==> src/rtl/sp_ram_pkg.sv <==
// Shared types and RAM timing-control defaults for the single-port SRAM initiator.
package sp_ram_pkg;

  typedef enum logic {
    IDLE  = 1'b0,
    CLEAR = 1'b1
  } state_t;

  // Timing-control defaults per macro family
  localparam int          TSMC16_CTRL_W   = 4;
  localparam int          ARM_CTRL_W      = 6;
  localparam logic [3:0]  TSMC16_RAM_CTRL = 4'h0;
  localparam logic [5:0]  ARM_RAM_CTRL    = 6'h0;

endpackage

==> src/rtl/sp_ram_initiator_if.sv <==
// Core/bus side req/gnt/rvalid port of the SRAM initiator.
interface sp_ram_initiator_if #(
  parameter int DW = 32,
  parameter int AW = 10
);
  logic          req;
  logic          gnt;
  logic [AW-1:0] addr;
  logic          we;
  logic [DW/8-1:0] be;
  logic [DW-1:0] wdata;
  logic          rvalid;
  logic [DW-1:0] rdata;

  modport master (output req, addr, we, be, wdata, input gnt, rvalid, rdata);
  modport slave  (input req, addr, we, be, wdata, output gnt, rvalid, rdata);
endinterface

==> src/rtl/sp_ram_clear_seq.sv <==
// Address counter for the clear sequencer; flags the final (all-ones) address.
module sp_ram_clear_seq #(
  parameter int AW = 10
) (
  input  logic          clk,
  input  logic          rst,
  input  logic          en,
  output logic [AW-1:0] addr,
  output logic          last
);

  logic [AW-1:0] cnt;

  // Held at zero outside a sequence so every run starts at address 0
  always_ff @(posedge clk) begin
    if (rst)     cnt <= '0;
    else if (en) cnt <= cnt + 1'b1;
    else         cnt <= '0;
  end

  assign addr = cnt;
  assign last = en & (cnt == '1);

endmodule

==> src/rtl/sp_ram_initiator.sv <==
// Requester-side SRAM controller: bus-to-strobe mux, response regs and clear FSM.
//   state | meaning
//   IDLE  | serve bus requests, one grant per cycle
//   CLEAR | write INIT_VALUE to every word, bus not granted
module sp_ram_initiator
  import sp_ram_pkg::*;
#(
  parameter int              DW             = 32,
  parameter int              AW             = 10,
  parameter int              CTRL_W         = 6,
  parameter logic [CTRL_W-1:0] RAM_CTRL     = '0,
  parameter logic [DW-1:0]   INIT_VALUE     = '0,
  parameter bit              CLEAR_ON_RESET = 1'b1
) (
  input  logic              clk,
  input  logic              rst,
  input  logic              init_start_i,
  output logic              init_busy_o,
  output logic              init_done_o,
  sp_ram_initiator_if.slave bus,
  output logic              ram_en_o,
  output logic              ram_we_o,
  output logic [DW/8-1:0]   ram_be_o,
  output logic [AW-1:0]     ram_addr_o,
  output logic [DW-1:0]     ram_wdata_o,
  input  logic [DW-1:0]     ram_rdata_i,
  output logic [CTRL_W-1:0] ram_ctrl_o
);

  state_t        state;
  logic          clr_en;
  logic          clr_last;
  logic [AW-1:0] clr_addr;
  logic          gnt;
  logic          rvalid_q;
  logic          rd_q;
  logic [DW-1:0] rdata_hold;

  assign clr_en = (state == CLEAR) & ~rst;
  assign gnt    = ~rst & (state == IDLE) & bus.req & ~init_start_i;

  sp_ram_clear_seq #(.AW(AW)) u_clear_seq (
    .clk  (clk),
    .rst  (rst),
    .en   (clr_en),
    .addr (clr_addr),
    .last (clr_last)
  );

  always_ff @(posedge clk) begin
    if (rst) begin
      state       <= CLEAR_ON_RESET ? CLEAR : IDLE;
      init_done_o <= 1'b0;
    end else begin
      case (state)
        IDLE:  if (init_start_i) state <= CLEAR;
        CLEAR: if (clr_last) begin
          state       <= IDLE;
          init_done_o <= 1'b1;
        end
        default: state <= IDLE;
      endcase
    end
  end

  always_comb begin
    ram_en_o    = 1'b0;
    ram_we_o    = 1'b0;
    ram_be_o    = '1;
    ram_addr_o  = bus.addr;
    ram_wdata_o = bus.wdata;
    if (clr_en) begin
      ram_en_o    = 1'b1;
      ram_we_o    = 1'b1;
      ram_addr_o  = clr_addr;
      ram_wdata_o = INIT_VALUE;
    end else if (gnt) begin
      ram_en_o = 1'b1;
      ram_we_o = bus.we;
      ram_be_o = bus.we ? bus.be : '1;
    end
  end

  // Read data passes straight through in the response cycle, then is held
  always_ff @(posedge clk) begin
    if (rst) begin
      rvalid_q   <= 1'b0;
      rd_q       <= 1'b0;
      rdata_hold <= '0;
    end else begin
      rvalid_q <= gnt;
      rd_q     <= gnt & ~bus.we;
      if (rd_q) rdata_hold <= ram_rdata_i;
    end
  end

  assign bus.gnt     = gnt;
  assign bus.rvalid  = rvalid_q;
  assign bus.rdata   = rd_q ? ram_rdata_i : rdata_hold;
  assign init_busy_o = (state == CLEAR);
  assign ram_ctrl_o  = RAM_CTRL;

endmodule

==> src/flat_wrapper.sv <==
// flat-port wrapper written by rule: the top's interface ports become plain ports
module sp_ram_initiator_flat import sp_ram_pkg::*;
#(
  parameter int              DW             = 32,
  parameter int              AW             = 10,
  parameter int              CTRL_W         = 6,
  parameter logic [CTRL_W-1:0] RAM_CTRL     = '0,
  parameter logic [DW-1:0]   INIT_VALUE     = '0,
  parameter bit              CLEAR_ON_RESET = 1'b1
)
  (clk, rst, init_start_i, init_busy_o, init_done_o, ram_en_o, ram_we_o, ram_be_o, ram_addr_o, ram_wdata_o, ram_rdata_i, ram_ctrl_o, bus_req, bus_addr, bus_we, bus_be, bus_wdata, bus_gnt, bus_rvalid, bus_rdata);
  sp_ram_initiator_if #(.DW(DW), .AW(AW)) bus_i ();
  input  logic clk;
  input  logic rst;
  input  logic init_start_i;
  output logic init_busy_o;
  output logic init_done_o;
  output logic ram_en_o;
  output logic ram_we_o;
  output logic [DW/8-1:0] ram_be_o;
  output logic [AW-1:0] ram_addr_o;
  output logic [DW-1:0] ram_wdata_o;
  input  logic [DW-1:0] ram_rdata_i;
  output logic [CTRL_W-1:0] ram_ctrl_o;
  input wire logic [$bits(bus_i.req)-1:0] bus_req;
  input wire logic [$bits(bus_i.addr)-1:0] bus_addr;
  input wire logic [$bits(bus_i.we)-1:0] bus_we;
  input wire logic [$bits(bus_i.be)-1:0] bus_be;
  input wire logic [$bits(bus_i.wdata)-1:0] bus_wdata;
  output wire logic [$bits(bus_i.gnt)-1:0] bus_gnt;
  output wire logic [$bits(bus_i.rvalid)-1:0] bus_rvalid;
  output wire logic [$bits(bus_i.rdata)-1:0] bus_rdata;
  assign bus_i.req = bus_req;
  assign bus_i.addr = bus_addr;
  assign bus_i.we = bus_we;
  assign bus_i.be = bus_be;
  assign bus_i.wdata = bus_wdata;
  assign bus_gnt = bus_i.gnt;
  assign bus_rvalid = bus_i.rvalid;
  assign bus_rdata = bus_i.rdata;
  sp_ram_initiator #(.DW(DW), .AW(AW), .CTRL_W(CTRL_W), .RAM_CTRL(RAM_CTRL), .INIT_VALUE(INIT_VALUE), .CLEAR_ON_RESET(CLEAR_ON_RESET)) u_core (.clk(clk), .rst(rst), .init_start_i(init_start_i), .init_busy_o(init_busy_o), .init_done_o(init_done_o), .bus(bus_i), .ram_en_o(ram_en_o), .ram_we_o(ram_we_o), .ram_be_o(ram_be_o), .ram_addr_o(ram_addr_o), .ram_wdata_o(ram_wdata_o), .ram_rdata_i(ram_rdata_i), .ram_ctrl_o(ram_ctrl_o));
endmodule
==> config.mk <==
export PLATFORM = sky130hd
export DESIGN_NAME = sp_ram_initiator_flat
export DESIGN_NICKNAME = d
export VERILOG_FILES = /design/src/rtl/sp_ram_pkg.sv /design/src/rtl/sp_ram_initiator_if.sv /design/src/rtl/sp_ram_clear_seq.sv /design/src/rtl/sp_ram_initiator.sv /design/src/flat_wrapper.sv
export SDC_FILE = /design/constraint.sdc
export NUM_CORES = 1
export LEC_CHECK = 0
export ABC_AREA = 1
export BUFFER_PORTS_ARGS = -buffer_cell sky130_fd_sc_hd__buf_4
export CAP_MARGIN = 15
export CORE_UTILIZATION = 27
export DETAILED_ROUTE_END_ITERATION = 6
export GPL_TIMING_DRIVEN = 0
export PLACE_DENSITY = 0.68
export RECOVER_POWER = 50
export SLEW_MARGIN = 20
export SYNTH_ARGS = -nofsm -noshare
export SYNTH_HDL_FRONTEND = slang
export SYNTH_SLANG_ARGS = --single-unit
==> constraint.sdc <==
create_clock -name clk -period 2.65 [get_ports clk]
set_input_delay 0.3975 -clock clk [delete_from_list [all_inputs] [get_ports clk]]
set_output_delay 0.3975 -clock clk [all_outputs]
set_load 0.02 [all_outputs]
After elaboration in Yosys (flattened, before gate mapping):

Cells that the tools add are included.

* bits of input ports: 83
* word-level logic and storage cells: 34
* output and inout port bits: 90
* register bits: 46

* equal/unequal tests: 1
* add/sub/neg operators: 1
* bitwise logic cells: 11
* mux-type cells: 13
* reductions and logical operators: 2

Operators with widths (number)
* 32-bit two-way mux: 2
* 4-bit two-way mux: 3
* 10-bit by 1-bit adder with 10-bit output, second input constant: 1
* 10-bit == test, second input constant: 1
* 10-bit two-way mux: 1
* 1-bit bitwise AND: 6
* 1-bit two-way mux: 6
* 1-bit NOT: 5
* 1-bit one-hot mux with 2 select lines: 1
* 2-bit AND reduction: 1
* 2-bit OR reduction: 1

Depth between registers and ports, before layout:

* word-level depth: 6
* depth in mapped cells: 6
* depth with buffers taken out: 6

Cells and area by module:

Synthesis repeated with hierarchy kept, for this count alone.

* cell total of the unflattened synthesis: 368
* area total of the unflattened synthesis: 2368.5 um2

Modules (own cells, without submodules)
* sp_ram_initiator: sequential area each 720.7 um2, area each 1928.1 um2, cells each 308, instances 1
* sp_ram_clear_seq: sequential area each 200.2 um2, area each 440.4 um2, cells each 60, instances 1

Worst setup path before layout:

No wires, ideal clock.

* path type: reg2out
* start point: register u_core.state (netlist: u_core.init_busy_o)
* end point: output port ram_addr_o[3]
* buffers on the path: 0
* cell stages (with the launch flop): 5
* data arrival time: 1.311 ns
* slack: 0.941 ns
* data required time: 2.253 ns
* cell sequence: dfxtp_1 -> inv_1 -> nor2_8 -> inv_2 -> o21ai_0

* word-level cells in the longest chain between the ends: 2

RTL lines
* start, declared: line sp_ram_initiator.sv:30 `state_t state;`
* start signal, assigned: line sp_ram_initiator.sv:52 `state <= CLEAR_ON_RESET ? CLEAR : IDLE;`
* 1-bit bitwise AND: line sp_ram_initiator.sv:39 `assign clr_en = (state == CLEAR) & ~rst;`
* 10-bit two-way mux: line sp_ram_initiator.sv:72 `if (clr_en) begin`
* end, declared: line flat_wrapper.sv:21 `output logic [AW-1:0] ram_addr_o;`

No other way between the ends.

Worst setup path after layout:

* start point: register u_core.rd_q
* end point: output port bus_rdata[30]

* word-level cells in the longest chain between the ends: 1

RTL lines
* start, declared: line sp_ram_initiator.sv:36 `logic rd_q;`
* start signal, assigned: line sp_ram_initiator.sv:92 `rd_q <= gnt & ~bus.we;`
* 32-bit two-way mux: line sp_ram_initiator.sv:99 `assign bus.rdata = rd_q ? ram_rdata_i : rdata_hold;`
* end, declared: line flat_wrapper.sv:32 `output wire logic [$bits(bus_i.rdata)-1:0] bus_rdata;`

No other way between the ends.

==> flow_summary_export.csv <==
group,metric,value,unit
pwr,internal-power,1.22,mW
critical_path,slowest_stage,"clkbuf_1",
synth,ys_seq_area_share,40.2,%
synth,yosys_warnings,0,
place,dpl_cell_area,3680,um2
timing,period_minus_slack,2.07,ns
die,die_x,94.1,um
route,antenna_left,0,
outcome,status,"completed",
critical_path,cp-end-kind,"output pin",
pwr,swShare,23.8,%
clocking,cts_tree,"done",
route,vias,2646,
route,routed_wl,6.42,mm
critical_path,path_class,"reg2out",
route,vias_per_cell,4.10,
pwr,p_total,1.60,mW
timing,skew,0.00817,ns
route,first_pass_iters,4,
clocking,clk_pin_slew,0.09,ns
clocking,cts_made_buffers,5,
clocking,cts_buffer_depth,2,
global_routing,grt_first_pass_wirelength,10.1,mm
pwr,p_sw,0.381,mW
synth,syn_area,2290,um2
synth,syn_inst,362,
critical_path,worstPathArrival,1.67,ns
critical_path,cp_top_family,"buffers and inverters",
critical_path,crit_buf_inv,4,
timing,maxSlewHeadroom,66.2,%
global_routing,grt_overflow,0,
critical_path,worst-path-max-fanout,10,
timing,setup_viol,0,
global_routing,grt_pass1_vias,2245,
timing,final_max_slew_viol_count,0,
clocking,cts_hold_buffers,0,
cells_and_area,fin_area,3740,um2
die,die_h,94.1,um
clocking,cts_setup_buffers,0,
clocking,ctsResizeCount,0,
die,dieArea,8860,um2
synth,yosysUniqueCellTypes,24,
place,gp_congestion,0.796,
pwr,power_frac_seq,43.8,%
timing,worst_pin_slew,0.507,ns
route,initialDrtViolationCount,56,
pwr,power_frac_clock,38.8,%
pwr,max-vdd-ir-drop,0.203,mV
cells_and_area,area_growth,63.2,%
cells_and_area,layout.nets,623,
critical_path,path_cells,"clkbuf_1 > inv_1 > clkbuf_1 > nand2_1 > nand2_1 > buf_4",
cells_and_area,fillerInstances,834,
global_routing,grt_use_total,14.1,%
place,hpwl,5.21,mm
timing,fin_hold_ws,0.254,ns
clocking,cts_root_buffer,"clkbuf_8",
die,core,8220,um2
critical_path,slowest_delay,0.36,ns
flow_run,drv_cap,0,
synth,avgSynthCellArea,6.33,um2
place,numPortBuffers,165,
die,num_rows,33,
die,pin_count,173,
timing,fmax,483,MHz
global_routing,grt_max_degree,16,
clocking,clock_latency,0.29,ns
min_path,hold_path.class,"in2reg",
clocking,cts_sinks,46,
place,place_ws,0.922,ns
timing,fin_crit_sh,78.1,%
critical_path,critPathRequiredTime,2.25,ns
global_routing,antenna_found_initial,0,
pwr,power_density,427,nW/um2
clocking,htree_num_levels,2,
critical_path,crit_path_start_kind,"flop",
timing,hold_violations,0,
die,start_util,27.9,%
pwr,p_leak,2.08,nW
synth,synth-seq-cells,46,
route,drcViolationCount,0,
timing,fin_tns_setup,0,ns
timing,rsz0062_at_grt,"false",
pwr,power_frac_comb,17.5,%
timing,setup_slack,0.581,ns
route,wl_per_cell,9.96,um
cells_and_area,drive_above_1_share,32.6,%
cells_and_area,diodes,0,
layout make-up:
cell class / instances / area [um2] / area share, %
clock buffer: 5 / 68.8 / 1.84
sequential: 46 / 921 / 24.6
timing repair buffer: 165 / 1190 / 31.9
clock inverter: 3 / 68.8 / 1.84
tap: 105 / 131 / 3.51
buffer: 22 / 131 / 3.51
multi-input combinational: 252 / 1050 / 28.0
inverter: 47 / 176 / 4.72
per-stage QoR:
stage,utilization (%),std cells
after floorplan,-,367
after global placement,44.8,637
after detailed placement,44.8,637
after CTS,46.5,645
after global routing,45.5,645
final,45.5,645
power groups by stage:
stage                     Sequential, mW  Clock, mW  Combinational (mW)
after floorplan                    0.714          0               0.126
after global placement             0.714          0               0.285
after detailed placement           0.714          0               0.287
after CTS                          0.698      0.643               0.288
after global routing               0.699      0.675               0.300
final                              0.698      0.619               0.279
layout by cell type (no fill, tap or decap), types with 2 or more instances in the layout:
cell,instances
dfxtp_1,46
clkbuf_8,5
conb_1,6
buf_6,3
nand3_1,4
nor2_1,54
buf_4,159
clkbuf_1,22
buf_2,3
inv_1,47
a21oi_1,36
bufinv_16,2
o21ai_0,4
nor3_1,2
nand2_1,137
cells in the mapped netlist:
master,n,area [um2]
nand2_1,137,514
nor2_1,52,195
dfxtp_1,46,921
inv_1,45,169
a21oi_1,36,180
buf_2,7,35.0
buf_4,7,52.6
buf_6,5,56.3
nand3_1,4,20.0
o21ai_0,4,20.0
clkbuf_1,3,11.3
nor2_2,3,18.8
inv_2,2,7.51
conb_1,1,3.75
ha_1,1,12.5
nand2_2,1,6.26
nand4_1,1,6.26
nor2_8,1,20.0
nor3_1,1,5.00
nor3_2,1,10.0
o21a_1,1,7.51
o21ai_1,1,5.00
o22ai_1,1,6.26
xor2_1,1,8.76
path summary, 6_finish.rpt:
check                              end  slack, ns                        from  cells after the start
hold / removal             u_core.rd_q       0.25                      bus_we                      2
hold reg to reg   u_core.rdata_hold[4]       0.47        u_core.rdata_hold[4]                      2
setup reg to reg    u_core.init_busy_o       1.25  u_core.u_clear_seq.addr[0]                      6
setup / recovery         bus_rdata[30]       0.58                 u_core.rd_q                      6
layer usage:
| metal | GRT usage (%) | share of wire (%) | vias to the layer above |
|---|---|---|---|
| met1 | 18.3 | 46 | 1132 |
| met4 | 1.92 | 0 | 0 |
| met3 | 3.32 | 5.5 | 0 |
| met2 | 24.0 | 48 | 86 |
| li1 | - | - | 1428 |
| met5 | 0 | 0 | - |
registers in the layout, summed over array words and instances, names as in the netlist:
signal                   cells
u_core.rd_q                  1
u_core.rdata_hold           32
u_core.init_busy_o           1
u_core.init_done_o           1
u_core.bus.rvalid            1
u_core.u_clear_seq.addr     10
kinds of logic after synthesis:
| logic type | after synthesis | synth area share [%] |
|---|---|---|
| adder cells (fa/ha/maj) | 1 | 0.546 |
| XOR/XNOR | 1 | 0.382 |
| AO/OA/AOI/OAI | 43 | 9.55 |
| AND/OR/NAND/NOR | 201 | 34.7 |
| other | 1 | 0.164 |
| buffers and inverters | 69 | 14.5 |
| flip-flops | 46 | 40.2 |
(Power assumes the default switching activity.)
